`src/rtl/adpll_dco_tdc_emu.sv`:
```
// adpll_dco_tdc_emu
// Digital stand-in for the DCO + TDC analog front-end of an ADPLL.
// The capacitor-bank codes are decoded into unit counts (stage 1). The unit
// counts are mapped linearly onto a Q13.14 DCO/ref ratio (stage 2). The ratio
// is integrated once per reference cycle into a 27-bit phase accumulator
// (stage 3). The accumulator is presented as a ripple count plus a
// thermometer-coded fraction, gated by a TDC power-up state machine.
//
// Handshake: there is no valid/ready pair. All inputs are sampled on every
// posedge where en = 1, and every register holds while en = 0. tdc_valid
// qualifies tdc_ripple_count/tdc_phase: when it is 1 they carry live phase,
// and when it is 0 they are forced to zero.
module adpll_dco_tdc_emu #(
    parameter logic [26:0] N0_Q   = 27'd1228800,
    parameter int          KL     = 8192,
    parameter int          KM     = 256,
    parameter int          KS     = 16,
    parameter int          WARMUP = 16
) (
    input  logic        clk,
    input  logic        rst,
    input  logic        en,
    input  logic        dco_pd,
    input  logic        tdc_pd,
    input  logic        tdc_pd_inj,
    input  logic [4:0]  dco_c_l_rall,
    input  logic [4:0]  dco_c_l_row,
    input  logic [4:0]  dco_c_l_col,
    input  logic [15:0] dco_c_m_rall,
    input  logic [15:0] dco_c_m_row,
    input  logic [15:0] dco_c_m_col,
    input  logic [15:0] dco_c_s_rall,
    input  logic [15:0] dco_c_s_row,
    input  logic [15:0] dco_c_s_col,
    output logic [6:0]  tdc_ripple_count,
    output logic [15:0] tdc_phase,
    output logic [26:0] dco_ratio,
    output logic        code_err,
    output logic        tdc_valid
);

    localparam int          CW        = $clog2(WARMUP + 1);
    localparam logic [CW-1:0] WARM_LOAD = CW'(WARMUP);

    typedef enum logic [1:0] {
        TDC_OFF  = 2'd0,
        TDC_WARM = 2'd1,
        TDC_LIVE = 2'd2
    } tdc_state_t;

    // ------------------------------------------------------------------
    // Bank decode helpers. The large bank is zero-extended to 16 bits, so
    // one set of helpers serves all three banks.
    // ------------------------------------------------------------------
    function automatic logic [4:0] popcnt16(input logic [15:0] x);
        logic [4:0] c;
        c = '0;
        for (int i = 0; i < 16; i++) begin
            c = c + {4'd0, x[i]};
        end
        return c;
    endfunction

    // Contiguous ones from the LSB: x & (x + 1) clears to zero.
    function automatic logic is_therm(input logic [15:0] x);
        logic [16:0] xe;
        xe = {1'b0, x};
        return ((xe & (xe + 17'd1)) == 17'd0);
    endfunction

    // The row must select the partially filled row that sits just above the
    // full rows. A full bank leaves no such row, so col != 0 is then malformed.
    function automatic logic bank_bad(input logic [15:0] rall,
                                      input logic [15:0] row,
                                      input logic [15:0] col);
        logic [16:0] want;
        logic        bad;
        want = 17'd1 << popcnt16(rall);
        bad  = !is_therm(rall) || !is_therm(col);
        if (col == 16'd0) begin
            bad = bad || (row != 16'd0);
        end else begin
            bad = bad || ({1'b0, row} != want);
        end
        return bad;
    endfunction

    // units = W*popcount(rall) + popcount(col), where W is 16 (wide) or 5.
    function automatic logic [8:0] bank_units(input logic [15:0] rall,
                                              input logic [15:0] col,
                                              input logic        wide);
        logic [4:0] p;
        logic [8:0] u;
        p = popcnt16(rall);
        if (wide) begin
            u = {p, 4'd0};
        end else begin
            u = {2'd0, p, 2'd0} + {4'd0, p};
        end
        return u + {4'd0, popcnt16(col)};
    endfunction

    // ------------------------------------------------------------------
    // Stage 1: registered unit counts and code error flag
    // ------------------------------------------------------------------
    logic [15:0] l_rall_x, l_row_x, l_col_x;
    logic [8:0]  nl_d, nm_d, ns_d;
    logic        err_d;
    logic [8:0]  nl_q, nm_q, ns_q;

    // Decode all three banks combinationally ahead of the stage-1 register.
    always_comb begin
        l_rall_x = {11'd0, dco_c_l_rall};
        l_row_x  = {11'd0, dco_c_l_row};
        l_col_x  = {11'd0, dco_c_l_col};
        nl_d     = bank_units(l_rall_x, l_col_x, 1'b0);
        nm_d     = bank_units(dco_c_m_rall, dco_c_m_col, 1'b1);
        ns_d     = bank_units(dco_c_s_rall, dco_c_s_col, 1'b1);
        err_d    = bank_bad(l_rall_x, l_row_x, l_col_x)
                 | bank_bad(dco_c_m_rall, dco_c_m_row, dco_c_m_col)
                 | bank_bad(dco_c_s_rall, dco_c_s_row, dco_c_s_col);
    end

    // Register the decoded unit counts and the malformed-code flag.
    always_ff @(posedge clk or posedge rst) begin
        if (rst) begin
            nl_q     <= '0;
            nm_q     <= '0;
            ns_q     <= '0;
            code_err <= 1'b0;
        end else if (en) begin
            nl_q     <= nl_d;
            nm_q     <= nm_d;
            ns_q     <= ns_d;
            code_err <= err_d;
        end
    end

    // ------------------------------------------------------------------
    // Stage 2: linear frequency model, saturated to the 27-bit ratio range
    // ------------------------------------------------------------------
    logic signed [31:0] ratio_raw;
    logic [26:0]        ratio_sat;

    // Offsets are taken from the centre codes (13 large, 128 medium, 128 small).
    always_comb begin
        ratio_raw = $signed({5'd0, N0_Q})
                  - KL * ($signed({23'd0, nl_q}) - 32'sd13)
                  - KM * ($signed({23'd0, nm_q}) - 32'sd128)
                  - KS * ($signed({23'd0, ns_q}) - 32'sd128);
        if (ratio_raw < 32'sd0) begin
            ratio_sat = '0;
        end else if (ratio_raw > 32'sd134217727) begin
            ratio_sat = '1;
        end else begin
            ratio_sat = ratio_raw[26:0];
        end
    end

    // Ratio register. A powered-down DCO does not oscillate, so the ratio is 0.
    always_ff @(posedge clk or posedge rst) begin
        if (rst) begin
            dco_ratio <= '0;
        end else if (en) begin
            dco_ratio <= dco_pd ? 27'd0 : ratio_sat;
        end
    end

    // ------------------------------------------------------------------
    // Stage 3: phase accumulator, wraps mod 2^27
    // ------------------------------------------------------------------
    logic [26:0] acc_q;

    // Integrate the ratio once per reference cycle.
    always_ff @(posedge clk or posedge rst) begin
        if (rst) begin
            acc_q <= '0;
        end else if (en) begin
            acc_q <= acc_q + dco_ratio;
        end
    end

    // ------------------------------------------------------------------
    // TDC power state machine: OFF -> WARM -> LIVE
    // ------------------------------------------------------------------
    tdc_state_t    state_q, state_d;
    logic [CW-1:0] cnt_q, cnt_d;
    logic          pd_any;

    // State and warm-up counter registers.
    always_ff @(posedge clk or posedge rst) begin
        if (rst) begin
            state_q <= TDC_OFF;
            cnt_q   <= WARM_LOAD;
        end else if (en) begin
            state_q <= state_d;
            cnt_q   <= cnt_d;
        end
    end

    // Next-state logic. WARM counts the warm-up down and hands over to LIVE
    // on the cycle where the count reaches zero.
    always_comb begin
        state_d = state_q;
        cnt_d   = cnt_q;
        pd_any  = tdc_pd | tdc_pd_inj;
        case (state_q)
            TDC_OFF: begin
                cnt_d = WARM_LOAD;
                if (!pd_any) begin
                    state_d = TDC_WARM;
                end
            end
            TDC_WARM: begin
                if (pd_any) begin
                    state_d = TDC_OFF;
                    cnt_d   = WARM_LOAD;
                end else if (cnt_q <= CW'(1)) begin
                    state_d = TDC_LIVE;
                    cnt_d   = '0;
                end else begin
                    cnt_d = cnt_q - CW'(1);
                end
            end
            TDC_LIVE: begin
                if (pd_any) begin
                    state_d = TDC_OFF;
                    cnt_d   = WARM_LOAD;
                end
            end
            default: begin
                state_d = TDC_OFF;
                cnt_d   = WARM_LOAD;
            end
        endcase
    end

    // ------------------------------------------------------------------
    // TDC output registers
    // ------------------------------------------------------------------
    logic [15:0] phase_d;

    // Thermometer fraction: k ones from the LSB, where k = acc[13:10].
    always_comb begin
        phase_d = (16'd1 << acc_q[13:10]) - 16'd1;
    end

    // Outputs follow the accumulator only in LIVE. The gate uses the next
    // state, so tdc_valid and the data change on the same edge.
    always_ff @(posedge clk or posedge rst) begin
        if (rst) begin
            tdc_ripple_count <= '0;
            tdc_phase        <= '0;
            tdc_valid        <= 1'b0;
        end else if (en) begin
            if (state_d == TDC_LIVE) begin
                tdc_ripple_count <= acc_q[20:14];
                tdc_phase        <= phase_d;
                tdc_valid        <= 1'b1;
            end else begin
                tdc_ripple_count <= '0;
                tdc_phase        <= '0;
                tdc_valid        <= 1'b0;
            end
        end
    end

endmodule
```
`config.mk`:
```
export PLATFORM = sky130hd
export DESIGN_NAME = adpll_dco_tdc_emu
export DESIGN_NICKNAME = d
export VERILOG_FILES = /design/src/rtl/adpll_dco_tdc_emu.sv
export SDC_FILE = /design/constraint.sdc
export NUM_CORES = 1
export LEC_CHECK = 0
export ABC_AREA = 1
export CAP_MARGIN = 40
export CORE_MARGIN = 10
export CORE_UTILIZATION = 56
export CTS_CLUSTER_DIAMETER = 80
export DETAILED_ROUTE_END_ITERATION = 7
export PLACE_DENSITY_LB_ADDON = 0.25
export REMOVE_ABC_BUFFERS = 1
export SKIP_CTS_REPAIR_TIMING = 1
export SYNTH_ARGS = -nofsm -noshare
export SYNTH_HDL_FRONTEND = slang
export SYNTH_SLANG_ARGS = --single-unit
```
`constraint.sdc`:
```
create_clock -name clk -period 4.2 [get_ports clk]
set_clock_uncertainty 0.05 [all_clocks]
set_input_delay 0.84 -clock clk [delete_from_list [all_inputs] [get_ports clk]]
set_output_delay 0.84 -clock clk [all_outputs]
set_load 0.01 [all_outputs]
```
==> results.sh <==
export IMPL_grt_max_degree=54
export IMPL_yosysSeqAreaShare_pct=22.2
export IMPL_rows=50
export IMPL_power_density_nw_per_um2=872
export IMPL_placed_cell_area_um2=13500
export IMPL_setup_violations=8
export IMPL_clock_path_buffers=2
export IMPL_route_detailed_drc=0
export IMPL_avgRoutedWirePerCell_um=15.0
export IMPL_synthCells=1576
export IMPL_final_nets=2150
export IMPL_drv_slew=0
export IMPL_synth_top_family_by_area="simple AND/OR/NAND/NOR gates"
export IMPL_start_util_pct=57.4
export IMPL_r2r_end="dco_ratio[14]$_DFFE_PP0P_"
export IMPL_r2r_start="ns_q[7]$_DFFE_PP0P_"
export IMPL_io_pins=169
export IMPL_critPathTopFamily="adder cells"
export IMPL_gp_congestion=0.968
export IMPL_insertion_delay_ns=0.35
export IMPL_portBuffers=162
export IMPL_relSlewSlack_pct=59.4
export IMPL_clk_pin_slew_ns=0.07
export IMPL_drive_gt1_share_pct=16.4
export IMPL_die_x_um=159
export IMPL_ir_drop_mv=0.636
export IMPL_yosys_cell_types_count=47
export IMPL_die_area_um2=25300
export IMPL_crit_arrival_ns=5.06
export IMPL_path_max_fanout=4
export IMPL_finalWorstSetupSlack_ns=-0.666
export IMPL_startpoint_type="input pin"
export IMPL_hold_path_class="flip-flop to flip-flop"
export IMPL_rsz0062_at_grt="true"
export IMPL_crit_type="input pin to flip-flop"
export IMPL_hp_start="tdc_ripple_count[4]$_DFFE_PP0P_"
export IMPL_grt_first_pass_wirelength_um=51600
export IMPL_synth_fa_ha_area_share_pct=22.9
export IMPL_antenna_found_initial=1
export IMPL_utilization_pct=76.4
export IMPL_async_flop_share_pct=100
export IMPL_grt_pass1_vias=11000
export IMPL_dr_pass1_iters=6
export IMPL_h_tree_depth=3
export IMPL_yosys_warnings=0
export IMPL_via_count=11200
export IMPL_avgSynthCellArea_um2=6.86
export IMPL_fillers=1465
export IMPL_synthXorXnorAreaFrac_pct=2.75
export IMPL_whs_ns=0.435
export IMPL_core_um2=18800
export IMPL_fmax_mhz=206
export IMPL_area_growth_pct=33.2
export IMPL_design_area_um2=14400
export IMPL_cap_violations=0
export IMPL_leakage_uw=0.00740
export IMPL_synth_compound_area_share_pct=11.8
export IMPL_fin_crit_sh_pct=116
export IMPL_dpl_worst_slack_ns=-1.45
export IMPL_die_height_um=159
export IMPL_violations="setup timing"
export IMPL_min_period_ns=4.87
export IMPL_ys_seq_elements=96
export IMPL_grt_total_usage_pct=23.9
export IMPL_slowest_stage="fa_2"
export IMPL_rrSetupSlack_ns=0.27
export IMPL_vias_per_cell=5.23
export IMPL_path_buf_inv=7
export IMPL_numClockSinks=96
export IMPL_critPathRequiredTime_ns=4.39
export IMPL_syn_cell_area_um2=10800
export IMPL_grt_overflow=0
export IMPL_synth_edf_count=0
export IMPL_cts_root_buf="clkbuf_16"
export IMPL_outcome="finished, violations left"
export IMPL_dpl_hpwl_um=26700
export IMPL_cts_tree="done"
export IMPL_hold_viol_final=0
export IMPL_crit_path_end_kind="flip-flop"
export IMPL_slowest_delay_ns=0.58
export IMPL_drt_iter0_drc=716
export IMPL_cts_buffers=9
export IMPL_hold_path_endpoint="tdc_ripple_count[4]$_DFFE_PP0P_"
export IMPL_routed_wl_um=32100
export IMPL_synthMuxAreaShare_pct=0
export IMPL_whs_path_depth=2
export IMPL_antenna_left=0
export IMPL_crit_top_cell="nand2_1"
export IMPL_ys_flop_type="dfrtp_1"
export IMPL_tightest_slew_ns=0.609
export IMPL_synthSimpleGateAreaFrac_pct=29.3
export IMPL_reg2reg_depth=15
-- Yosys cell counts, types with 23 or more instances --
master / n / area [µm²]
nand2_1: 390 / 1460
inv_1: 273 / 1020
nor2_1: 167 / 627
o21ai_0: 118 / 591
ha_1: 110 / 1380
dfrtp_1: 95 / 2380
nand3_1: 93 / 465
a21oi_1: 59 / 295
fa_1: 55 / 1100
nand4_1: 33 / 206
xor2_1: 25 / 219
nor3_1: 23 / 115
-- tightest hold or removal path, cell delays in order, from the launching register on --
cell	delay [ns]
dfrtp_1	0.34
nand2_1	0.05
o21ai_0	0.06
-- worst max path at each step --
stage          slack (ns)                    to  depth (start not counted)        startpoint
4_1_cts             -1.09  code_err$_DFFE_PP0P_                         26   dco_c_s_rall[0]
3_5_place_dp        -1.45  code_err$_DFFE_PP0P_                         26   dco_c_s_rall[0]
5_1_grt             -0.87  code_err$_DFFE_PP0P_                         26   dco_c_s_rall[0]
6_report            -0.67  code_err$_DFFE_PP0P_                         26  dco_c_s_rall[13]
3_3_place_gp        -1.38  code_err$_DFFE_PP0P_                         26   dco_c_s_rall[0]
2_1_floorplan       -0.67  code_err$_DFFE_PP0P_                         26   dco_c_s_rall[0]
-- through the flow --
step           instances  power (µW)  TNS, ns
2_1_floorplan       1556        7910    -1.86
3_3_place_gp        2096       10500   -11.71
3_5_place_dp        2096       10700   -13.19
4_1_cts             2112       11500    -7.06
5_1_grt             2134       13800    -2.51
6_report            2134       12600    -1.55
-- cell usage in the layout (no fill, tap or decap), drive strengths merged, types with 2 or more instances in the layout --
cell type	count
nand2	398
inv	279
nor2	173
buf	146
o21ai	126
clkdlybuf4s50	123
ha	110
nand3	96
dfrtp	95
a21oi	61
fa	55
nand4	34
xor2	25
clkbuf	25
nor3	23
dlymetal6s2s	17
a31oi	15
or2	11
xnor2	9
conb	8
nand3b	5
o31ai	5
o211ai	4
a211oi	4
nor4	4
o22ai	4
a21boi	3
o21bai	3
a22o	2
o21a	2
a22oi	2
-- metal layers --
layer / share of wire [%] / vias up / global-route usage, %
li1: - / 5622 / -
met1: 42 / 5125 / 29.5
met2: 50 / 353 / 41.7
met3: 5.5 / 59 / 4.52
met4: 2.6 / 0 / 6.74
met5: 0 / - / 0
-- final cells by class --
type	instances	area [µm²]	share of cell area (%)
antenna	1	2.50	0.0174
clock buffer	10	229	1.59
clock inverter	6	55.1	0.383
inverter	275	1040	7.23
multi-input combinational	1185	7640	53.1
sequential	96	2400	16.7
tap	260	325	2.26
timing repair buffer	301	2700	18.7
-- flip-flops by register name (all words and copies together), names as in the netlist --
name              cells
acc_q                19
cnt_q                 5
code_err              1
dco_ratio            21
nl_q                  6
nm_q                  9
ns_q                  9
state_q               2
tdc_phase            16
tdc_ripple_count      7
tdc_valid             1
-- power breakdown --
part           leakage (µW)  total [µW]  internal [µW]  switching (µW)
Sequential          0.00124        1400           1180             217
Clock              0.000140         796            416             380
Combinational       0.00602       10400           4200            6150
Total               0.00740       12600           5800            6750
-- cell families (layout without fill, tap and decap cells) --
family,Yosys count,count (layout)
AO/OA/AOI/OAI,233,233
flip-flops,96,96
XOR/XNOR,34,34
adder cells (fa/ha/maj),165,165
buffers and inverters,302,592
AND/OR/NAND/NOR,745,745
other,1,9
Note: power is estimated with default switching activity, not from simulation.
